**src/rtl/bitlet_pe_scheduler.sv**
```systemverilog
`default_nettype none
// +----------------------------------------------------------------------------+
// | Module  : bitlet_pe_scheduler                                              |
// | Brief   : Job-level sequencer for one Bitlet PE. For each output it        |
// |           requests weights, flushes the PE, streams activation beats and   |
// |           captures the result into a one-entry valid/ready register.       |
// |           Optional watchdog: define BITLET_SCHED_TIMEOUT_EN.               |
// | Revision: 1.0 - initial release                                            |
// +----------------------------------------------------------------------------+
module bitlet_pe_scheduler #(
    parameter int N_TOTAL = 64,
    parameter int N_INPUT = 16,
    parameter int WID_BIN = 16,
    parameter int MAX_JOB = 1024,
    parameter int TIMEOUT = 255
) (
    input  logic                          clk,
    input  logic                          rst_n,
    input  logic                          start,
    input  logic [$clog2(MAX_JOB)-1:0]    job_len,
    output logic                          busy,
    output logic                          done,
    output logic                          wgt_req,
    input  logic                          wgt_ack,
    output logic                          wgt_hold,
    input  logic                          act_valid,
    output logic                          act_ready,
    input  logic [N_INPUT*WID_BIN-1:0]    act_data,
    output logic                          pe_flush,
    output logic                          pe_Abin_vld,
    output logic [N_INPUT*WID_BIN-1:0]    pe_Abin_vec,
    input  logic                          pe_res_vld,
    input  logic [WID_BIN-1:0]            pe_res,
    output logic                          res_valid,
    input  logic                          res_ready,
    output logic [WID_BIN-1:0]            res_data,
    output logic                          res_last,
    output logic                          err
);

    localparam int c_beats     = N_TOTAL / N_INPUT;
    localparam int c_beat_w    = (c_beats > 1) ? $clog2(c_beats) : 1;
    localparam int c_job_w     = $clog2(MAX_JOB);
    localparam logic [c_beat_w-1:0] c_last_beat = c_beat_w'(c_beats - 1);

    typedef enum logic [2:0] {
        S_IDLE  = 3'd0,
        S_WREQ  = 3'd1,
        S_FLUSH = 3'd2,
        S_FEED  = 3'd3,
        S_WAIT  = 3'd4,
        S_DRAIN = 3'd5
    } state_t;

    state_t                       r_state;
    state_t                       w_state_nxt;
    logic [c_job_w-1:0]           r_job_len;
    logic [c_job_w-1:0]           r_oc;
    logic [c_beat_w-1:0]          r_beat;
    logic                         r_busy;
    logic                         r_done;
    logic                         r_err;
    logic                         r_wgt_hold;
    logic                         r_abin_vld;
    logic [N_INPUT*WID_BIN-1:0]   r_abin_vec;
    logic                         r_res_valid;
    logic [WID_BIN-1:0]           r_res_data;
    logic                         r_res_last;

    logic w_start_acc;
    logic w_ack_take;
    logic w_reg_free;
    logic w_beat_acc;
    logic w_capture;
    logic w_drain_done;
    logic w_proto_err;
    logic w_tmo_hit;

`ifdef BITLET_SCHED_TIMEOUT_EN
    localparam int c_tmo_w = $clog2(TIMEOUT + 1);

    logic [c_tmo_w-1:0] r_tmo;
    logic               w_tmo_run;

    // Runs while the PE or the weight buffer owes us a response.
    assign w_tmo_run = (r_state == S_WAIT) || ((r_state == S_WREQ) && !r_wgt_hold);
    assign w_tmo_hit = w_tmo_run && (r_tmo == c_tmo_w'(TIMEOUT));

    always_ff @(posedge clk) begin
        if (!rst_n) begin
            r_tmo <= '0;
        end else if (!w_tmo_run || (w_state_nxt != r_state)) begin
            r_tmo <= '0;
        end else begin
            r_tmo <= r_tmo + 1'b1;
        end
    end
`else
    assign w_tmo_hit = (TIMEOUT < 0);
`endif

    assign w_proto_err = (pe_res_vld && (r_state != S_WAIT)) ||
                         (wgt_ack && (r_state != S_WREQ));

    always_comb begin
        w_state_nxt  = r_state;
        w_start_acc  = 1'b0;
        w_ack_take   = 1'b0;
        w_beat_acc   = 1'b0;
        w_capture    = 1'b0;
        w_drain_done = 1'b0;
        w_reg_free   = !r_res_valid || res_ready;
        case (r_state)
            S_IDLE: begin
                if (start) begin
                    w_start_acc = 1'b1;
                    w_state_nxt = S_WREQ;
                end
            end
            S_WREQ: begin
                w_ack_take = wgt_ack && !r_wgt_hold;
                // Flushing is held off until the output register can take the next capture.
                if (w_tmo_hit) begin
                    w_state_nxt = S_IDLE;
                end else if ((r_wgt_hold || wgt_ack) && w_reg_free) begin
                    w_state_nxt = S_FLUSH;
                end
            end
            S_FLUSH: begin
                w_state_nxt = S_FEED;
            end
            S_FEED: begin
                w_beat_acc = act_valid;
                if (act_valid && (r_beat == c_last_beat)) begin
                    w_state_nxt = S_WAIT;
                end
            end
            S_WAIT: begin
                if (w_tmo_hit) begin
                    w_state_nxt = S_IDLE;
                end else if (pe_res_vld) begin
                    w_capture   = 1'b1;
                    w_state_nxt = (r_oc == r_job_len) ? S_DRAIN : S_WREQ;
                end
            end
            S_DRAIN: begin
                if (r_res_valid && res_ready) begin
                    w_drain_done = 1'b1;
                    w_state_nxt  = S_IDLE;
                end
            end
            default: begin
                w_state_nxt = S_IDLE;
            end
        endcase
    end

    always_ff @(posedge clk) begin
        if (!rst_n) begin
            r_state     <= S_IDLE;
            r_job_len   <= '0;
            r_oc        <= '0;
            r_beat      <= '0;
            r_busy      <= 1'b0;
            r_done      <= 1'b0;
            r_err       <= 1'b0;
            r_wgt_hold  <= 1'b0;
            r_abin_vld  <= 1'b0;
            r_abin_vec  <= '0;
            r_res_valid <= 1'b0;
            r_res_data  <= '0;
            r_res_last  <= 1'b0;
        end else begin
            r_state <= w_state_nxt;
            r_done  <= w_drain_done || w_tmo_hit;

            if (w_start_acc) begin
                r_job_len <= job_len;
                r_oc      <= '0;
                r_busy    <= 1'b1;
            end else if (w_drain_done || w_tmo_hit) begin
                r_busy <= 1'b0;
            end

            // A same-cycle violation wins over the clear so it is never lost.
            if (w_proto_err || w_tmo_hit) begin
                r_err <= 1'b1;
            end else if (w_start_acc) begin
                r_err <= 1'b0;
            end

            if (w_ack_take) begin
                r_wgt_hold <= 1'b1;
            end else if (w_capture || w_tmo_hit) begin
                r_wgt_hold <= 1'b0;
            end

            if (r_state == S_FLUSH) begin
                r_beat <= '0;
            end else if (w_beat_acc) begin
                r_beat <= r_beat + 1'b1;
            end

            r_abin_vld <= w_beat_acc;
            if (w_beat_acc) begin
                r_abin_vec <= act_data;
            end

            if (w_capture) begin
                r_res_data  <= pe_res;
                r_res_valid <= 1'b1;
                r_res_last  <= (r_oc == r_job_len);
                if (r_oc != r_job_len) begin
                    r_oc <= r_oc + 1'b1;
                end
            end else if (res_ready) begin
                r_res_valid <= 1'b0;
                r_res_last  <= 1'b0;
            end
        end
    end

    assign busy        = r_busy;
    assign done        = r_done;
    assign wgt_req     = (r_state == S_WREQ) && !r_wgt_hold;
    assign wgt_hold    = r_wgt_hold;
    assign act_ready   = (r_state == S_FEED);
    assign pe_flush    = (r_state == S_FLUSH);
    assign pe_Abin_vld = r_abin_vld;
    assign pe_Abin_vec = r_abin_vec;
    assign res_valid   = r_res_valid;
    assign res_data    = r_res_data;
    assign res_last    = r_res_last;
    assign err         = r_err;

endmodule
`default_nettype wire

```
**config.mk**
```make
export PLATFORM = sky130hd
export DESIGN_NAME = bitlet_pe_scheduler
export DESIGN_NICKNAME = d
export VERILOG_FILES = /design/src/rtl/bitlet_pe_scheduler.sv
export SDC_FILE = /design/constraint.sdc
export NUM_CORES = 1
export LEC_CHECK = 0
export BUFFER_PORTS_ARGS = -buffer_cell sky130_fd_sc_hd__buf_2
export CAP_MARGIN = 25
export CELL_PAD_IN_SITES_DETAIL_PLACEMENT = 0
export CELL_PAD_IN_SITES_GLOBAL_PLACEMENT = 1
export CORE_AREA = 5 5 216 218
export CTS_BUF_LIST = sky130_fd_sc_hd__clkbuf_8
export DETAILED_ROUTE_END_ITERATION = 7
export DIE_AREA = 0 0 221 223
export GPL_TIMING_DRIVEN = 0
export PLACE_DENSITY_LB_ADDON = 0.3
export SLEW_MARGIN = 20
export SYNTH_ARGS = -nofsm -noshare
export SYNTH_HDL_FRONTEND = slang
export SYNTH_SLANG_ARGS = --single-unit
```
**constraint.sdc**
```tcl
create_clock -name clk -period 2.65 [get_ports clk]
set_clock_uncertainty 0.1 [all_clocks]
set_input_delay 0.53 -clock clk [delete_from_list [all_inputs] [get_ports clk]]
set_output_delay 0.53 -clock clk [all_outputs]
set_load 0.02 [all_outputs]
```
==> out/results.txt, run 1 <==
Status -> complete, no violations
Crit path launch -> r_state[0]$_SDFFE_PN0P_
Initial Utilization -> 24.5%
Count of flip-flops with a built-in enable after synthesis -> 0
Nets -> 2434
Sequential share of power -> 44.2%
Routed len/inst -> 16.4 um
Die Ht -> 223 um
Largest family of logic cells by synthesized area -> simple AND/OR/NAND/NOR gates
Routed Antenna Nets -> 0
Clock Tree Buf Depth -> 3
Xor-xnor portion of the synthesized cell area -> 0.961%
Num ports -> 571
Net Switching -> 3010 uW
Total Routing Usage GR -> 17.5%
Dpl ws -> -0.246 ns
CTS tree -> done
Num rows -> 78
Max-slew violation total from the final report -> 0
Synth Area in Simple Gates -> 23.4%
CTS clk-pin slew, worst paths -> 0.06 ns
Clock share of power -> 41.1%
Via count -> 11981
Synth Area in Adders -> 0.229%
Hold_sp -> act_data[176]
Final setup violation count -> 0
WS Path Type -> flop to output port
#FFs+latches synth -> 304
CP startpoint kind -> flop
LEAKAGE -> 0.00755 uW
Vias in the first global route -> 11962
Htree depth -> 2
Max Clock Freq -> 0.412 GHz
Worst slew pin tran -> 0.913 ns
Total Wirelength -> 45700 um
Post-CTS setup buffers -> 0
Final Critical Period -> 2.43 ns
Total grt overflow -> 0
Hold Crit Class -> input pin to flop
Compound-gate portion of the synthesized area -> 14.9%
Die Footprint -> 49300 um2
Number of synthesis warnings -> 0
Post-synth ARST share -> 0%
Final Hold Viols -> 0
Routability cong. -> 0.819
Hold_ws -> 0.0548 ns
Reg-to-reg startpoint -> r_state[2]$_SDFFE_PN0P_
Drt drc -> 0
HPWL Detailed -> 35100 um
Critical Path Sink Type -> output port
R2R setup slack -> 0.38 ns
Share of cells above drive strength 1 -> 31.8%
Port Buffers -> 570
Initial antenna violation count -> 5
Synth-to-layout area growth -> 55.8%
Final worst setup slack -> 0.222 ns
Root Driver -> clkbuf_8
Mux share of post-synthesis cell area -> 0%
Drt pass-1 iters -> 5
Largest net degree at the start of global routing -> 14
RSZ-0062 raised after global routing -> false
Die X -> 221 um
Pwr Density -> 644 nW/um2
DRT iter0 DRCs -> 479
Mean post-synth cell area -> 7.93 um2
Slew HR -> 39.2%
Sequential fraction of the synthesis area -> 55.7%
Netlist cell types -> 44
Total CTS buffers -> 55
Vias per cell -> 4.30
Fin crit share -> 91.6%
Max cap viols -> 0
Crit-path max FO -> 10
Predominant post-synthesis flop cell -> dfxtp_1
CTS resizes -> 0
Maximum vdd drop -> 0.401 mV
Synth Cell Area -> 10900 um2
WP data arrival -> 1.80 ns
Pwr Total -> 11000 uW
Internal power -> 7960 uW
First-pass GRT wire length -> 69600 um
Clock Latency Late Sink -> 0.61 ns
Syn Nets -> 1670
Cells after synthesis -> 1379
Worst path required time -> 2.02 ns
Comb pwr share -> 14.7%
Switching Share -> 27.4%
Core area -> 44700 um2
Clk sinks -> 304
## logic make-up after synthesis
kind of cell             count (synthesis)
AO/OA/AOI/OAI                          316
flip-flops                             304
adder cells (fa/ha/maj)                  2
XOR/XNOR                                12
AND/OR/NAND/NOR                        639
buffers and inverters                  106
## final timing paths
kind | depth (start not counted) | end
setup reg to reg | 8 | pe_Abin_vec[160]$_SDFFE_PN0P_
hold reg to reg | 2 | err$_SDFFE_PN0P_
hold / removal | 3 | pe_Abin_vec[176]$_SDFFE_PN0P_
setup / recovery | 4 | wgt_req
## synthesized netlist by cell type (2+ instances only)
cell type / count / share of area, %
xor2_1: 10 / 0.80
nor2b_1: 3 / 0.17
dfxtp_1: 304 / 56
nand3_1: 10 / 0.46
buf_1: 5 / 0.17
nor3_1: 6 / 0.27
inv_1: 5 / 0.17
nor2_1: 13 / 0.45
nor2_2: 2 / 0.11
clkbuf_1: 58 / 2.0
ha_1: 2 / 0.23
buf_4: 27 / 1.9
nand2b_1: 4 / 0.23
buf_2: 9 / 0.41
o21ai_0: 14 / 0.64
nor4_1: 5 / 0.29
xnor2_1: 2 / 0.16
a21oi_1: 290 / 13
nand2b_4: 2 / 0.25
a311oi_1: 2 / 0.16
and3_1: 3 / 0.17
nand2_1: 578 / 20
nor4_4: 2 / 0.39
a31oi_1: 2 / 0.11
buf_6: 2 / 0.21
## layout make-up
cell class / count / area, um2
antenna: 3 / 7.51
buffer: 101 / 507
clock buffer: 67 / 922
clock inverter: 29 / 196
fill: 4836 / 27700
inverter: 5 / 18.8
multi-input combinational: 969 / 4320
sequential: 304 / 6090
tap: 600 / 751
timing repair buffer: 707 / 4220
## metrics by stage
step                setup TNS (ns)  util (%)  area, um2  std cells
detailed placement          -18.90      32.5      14500       2549
global placement             -6.77      32.5      14500       2549
global route                     0      38.1      17000       2785
finish                           0      38.1      17000       2785
CTS                              0      38.1      17000       2782
floorplan                        0         -      10900       1379
## registers in the layout, indices dropped and copies added (netlist names)
register	count
r_oc	10
res_valid	1
pe_Abin_vld	1
r_beat	2
res_last	1
pe_Abin_vec	256
r_job_len	10
wgt_hold	1
err	1
res_data	16
r_state	3
busy	1
done	1
## timing repair
action,4_1_cts,5_1_grt
endpoints found under the setup margin,0,0
hold buffers,137,0
endpoints found under the hold margin,137,0
## critical path, cell delays in order (launching register included)
cell and delay, ns:
dfxtp_1 0.32, buf_2 0.20, inv_1 0.12, nor4_1 0.30
buf_2 0.25
## layer usage
layer	vias to the layer above	wire, um	share of wire [%]	global-route usage [%]
met5	-	27	0.059	0
met4	4	1370	3.0	5.42
met3	82	3280	7.2	5.87
met2	410	22600	49	31.0
met1	5473	18400	40	20.1
li1	6012	-	-	-
## power groups by stage
stage	Combinational, uW	Clock, uW	Sequential, uW
final	1610	4510	4850
after global routing	1780	4890	4860
after CTS	1640	4690	4850
after detailed placement	1470	0	4950
after global placement	1460	0	4940
after floorplan	656	0	5110
## layout by cell type (no fill, tap or decap), drive strengths merged, types with 4 or more instances in the layout
master | netlist | layout
buf | 43 | 613
nand2 | 579 | 579
dfxtp | 304 | 304
a21oi | 290 | 290
dlygate4sd3 | 0 | 137
clkbuf | 58 | 125
inv | 5 | 26
nor2 | 15 | 15
o21ai | 14 | 14
nand3 | 10 | 10
xor2 | 10 | 10
nor4 | 7 | 7
nor3 | 6 | 6
nand2b | 6 | 6
clkinv | 0 | 4
Note: power is estimated with default switching activity, not from simulation.
==> run 2: changes to the inputs <==
==> constraint.sdc (replaced) <==
create_clock -name clk -period 3 [get_ports clk]
set_clock_uncertainty 0.1 [all_clocks]
set_input_delay 0.6 -clock clk [delete_from_list [all_inputs] [get_ports clk]]
set_output_delay 0.6 -clock clk [all_outputs]
set_load 0.02 [all_outputs]
==> run 2 against run 1 <==
Net effect: critical path depth unchanged; combinational power down 21%; clock-buffer cell count unchanged; total power down 13%; cell area down 8.1%; sequential cell count unchanged; global-route usage down 0.47 points; die area unchanged; setup slack better by 0.28 ns; critical endpoint unchanged; largest power group unchanged.
==> out/results.txt, run 2 (same netlist as run 1, synthesis figures left out) <==
Hold_ws -> 0.119 ns
Max-slew violation total from the final report -> 0
Share of cells above drive strength 1 -> 33.9%
Routed Antenna Nets -> 0
Crit-path max FO -> 10
Crit path launch -> r_state[0]$_SDFFE_PN0P_
Drt pass-1 iters -> 5
CTS tree -> done
Fin crit share -> 83.3%
WP data arrival -> 1.80 ns
Hold_sp -> act_data[40]
HPWL Detailed -> 35100 um
Sequential share of power -> 44.9%
Drt drc -> 0
Clk sinks -> 304
Total CTS buffers -> 55
Num rows -> 78
Buf+Inv Stages, Crit Path -> 3
Design area -> 15700 um2
Port Buffers -> 570
Max cap viols -> 0
WS Path Type -> flop to output port
Num ports -> 571
CTS resizes -> 0
Routed len/inst -> 16.9 um
Placed Area -> 14500 um2
Total grt overflow -> 0
RSZ-0062 raised after global routing -> false
Final Util -> 35.0%
Max FFs per register -> 256
Via count -> 11453
Worst path cell trace -> buf_2 -> inv_1 -> nor4_1 -> buf_2
DRT iter0 DRCs -> 480
Worst slew pin tran -> 0.888 ns
Critical-path top delay cell -> dfxtp_1
Clock Latency Late Sink -> 0.61 ns
Root Driver -> clkbuf_8
CP startpoint kind -> flop
LEAKAGE -> 0.00698 uW
Most common cell after layout, fill and taps aside -> buf_2
CP peak stage delay -> 0.31 ns
Final worst setup slack -> 0.500 ns
CTS clk-pin slew, worst paths -> 0.06 ns
Htree depth -> 2
Final Hold Viols -> 0
Total Routing Usage GR -> 17.1%
Clock Tree Buf Depth -> 3
Reg-to-reg startpoint -> r_state[2]$_SDFFE_PN0P_
Final setup violation count -> 0
Initial antenna violation count -> 7
Commonest cells after routing, fill and taps aside -> 579 x buf_2, 578 x nand2_1, 304 x dfxtp_1, 290 x a21oi_1, 67 x clkbuf_8
Net Switching -> 2620 uW
Total Wirelength -> 44700 um
Die Ht -> 223 um
Die Footprint -> 49300 um2
Synth-to-layout area growth -> 43.3%
Slew HR -> 40.8%
Pwr Density -> 609 nW/um2
Final Critical Period -> 2.50 ns
Maximum vdd drop -> 0.346 mV
Initial Utilization -> 24.5%
CP dominant cell by count -> buf_2
Core area -> 44700 um2
First-pass GRT wire length -> 67000 um
CP delay by family, top -> buffers and inverters
Vias in the first global route -> 11235
Cts hold-fix bufs -> 0
Post-CTS setup buffers -> 0
Die X -> 221 um
Vias per cell -> 4.33
Dpl ws -> 0.0340 ns
Clock share of power -> 41.8%
Nets -> 2297
Status -> complete, no violations
Hold Crit Class -> input pin to flop
Routability cong. -> 0.819
Switching Share -> 27.5%
Max Clock Freq -> 0.400 GHz
Worst path required time -> 2.30 ns
Internal power -> 6920 uW
Final setup TNS -> 0 ns
Comb pwr share -> 13.4%
Largest net degree at the start of global routing -> 14
Critical Path Sink Type -> output port
[run 2: worst paths after layout]
check,end,slack (ns),depth (start not counted)
max,wgt_req,0.50,4
min,pe_Abin_vec[40]$_SDFFE_PN0P_,0.12,3
max reg2reg,pe_Abin_vec[160]$_SDFFE_PN0P_,0.73,8
min reg2reg,err$_SDFFE_PN0P_,0.35,2
[run 2: power groups by stage]
stage               registers (uW)  clock network [uW]  logic, uW
finish                        4280                3980       1270
global route                  4300                4330       1420
floorplan                     4510                   0        580
detailed placement            4370                   0       1300
global placement              4360                   0       1290
CTS                           4280                4140       1300
[run 2: tightest hold or removal path: stages]
cell	delay (ns)
buf_2	0.09
nand2_1	0.04
a21oi_1	0.05
[run 2: cell type report]
type                       count  area [um2]
sequential                   304        6090
clock buffer                  67         922
tap                          600         751
fill                        4954       29000
timing repair buffer         570        2850
antenna                        3        7.51
inverter                       5        18.8
multi-input combinational    969        4320
buffer                       101         507
clock inverter                29         196
[run 2: routing by layer]
layer / GRT usage [%] / wire length (um) / up-vias
li1: - / - / 5735
met1: 19.6 / 17800 / 5234
met2: 30.0 / 22100 / 396
met3: 6.12 / 3440 / 82
met4: 5.02 / 1270 / 6
met5: 0 / 34 / -
[run 2: per-stage QoR]
| step | total power (uW) | std cells |
|---|---|---|
| 2_1_floorplan | 5090 | 1379 |
| 3_3_place_gp | 5660 | 2549 |
| 3_5_place_dp | 5670 | 2549 |
| 4_1_cts | 9730 | 2645 |
| 5_1_grt | 10000 | 2648 |
| 6_report | 9540 | 2648 |
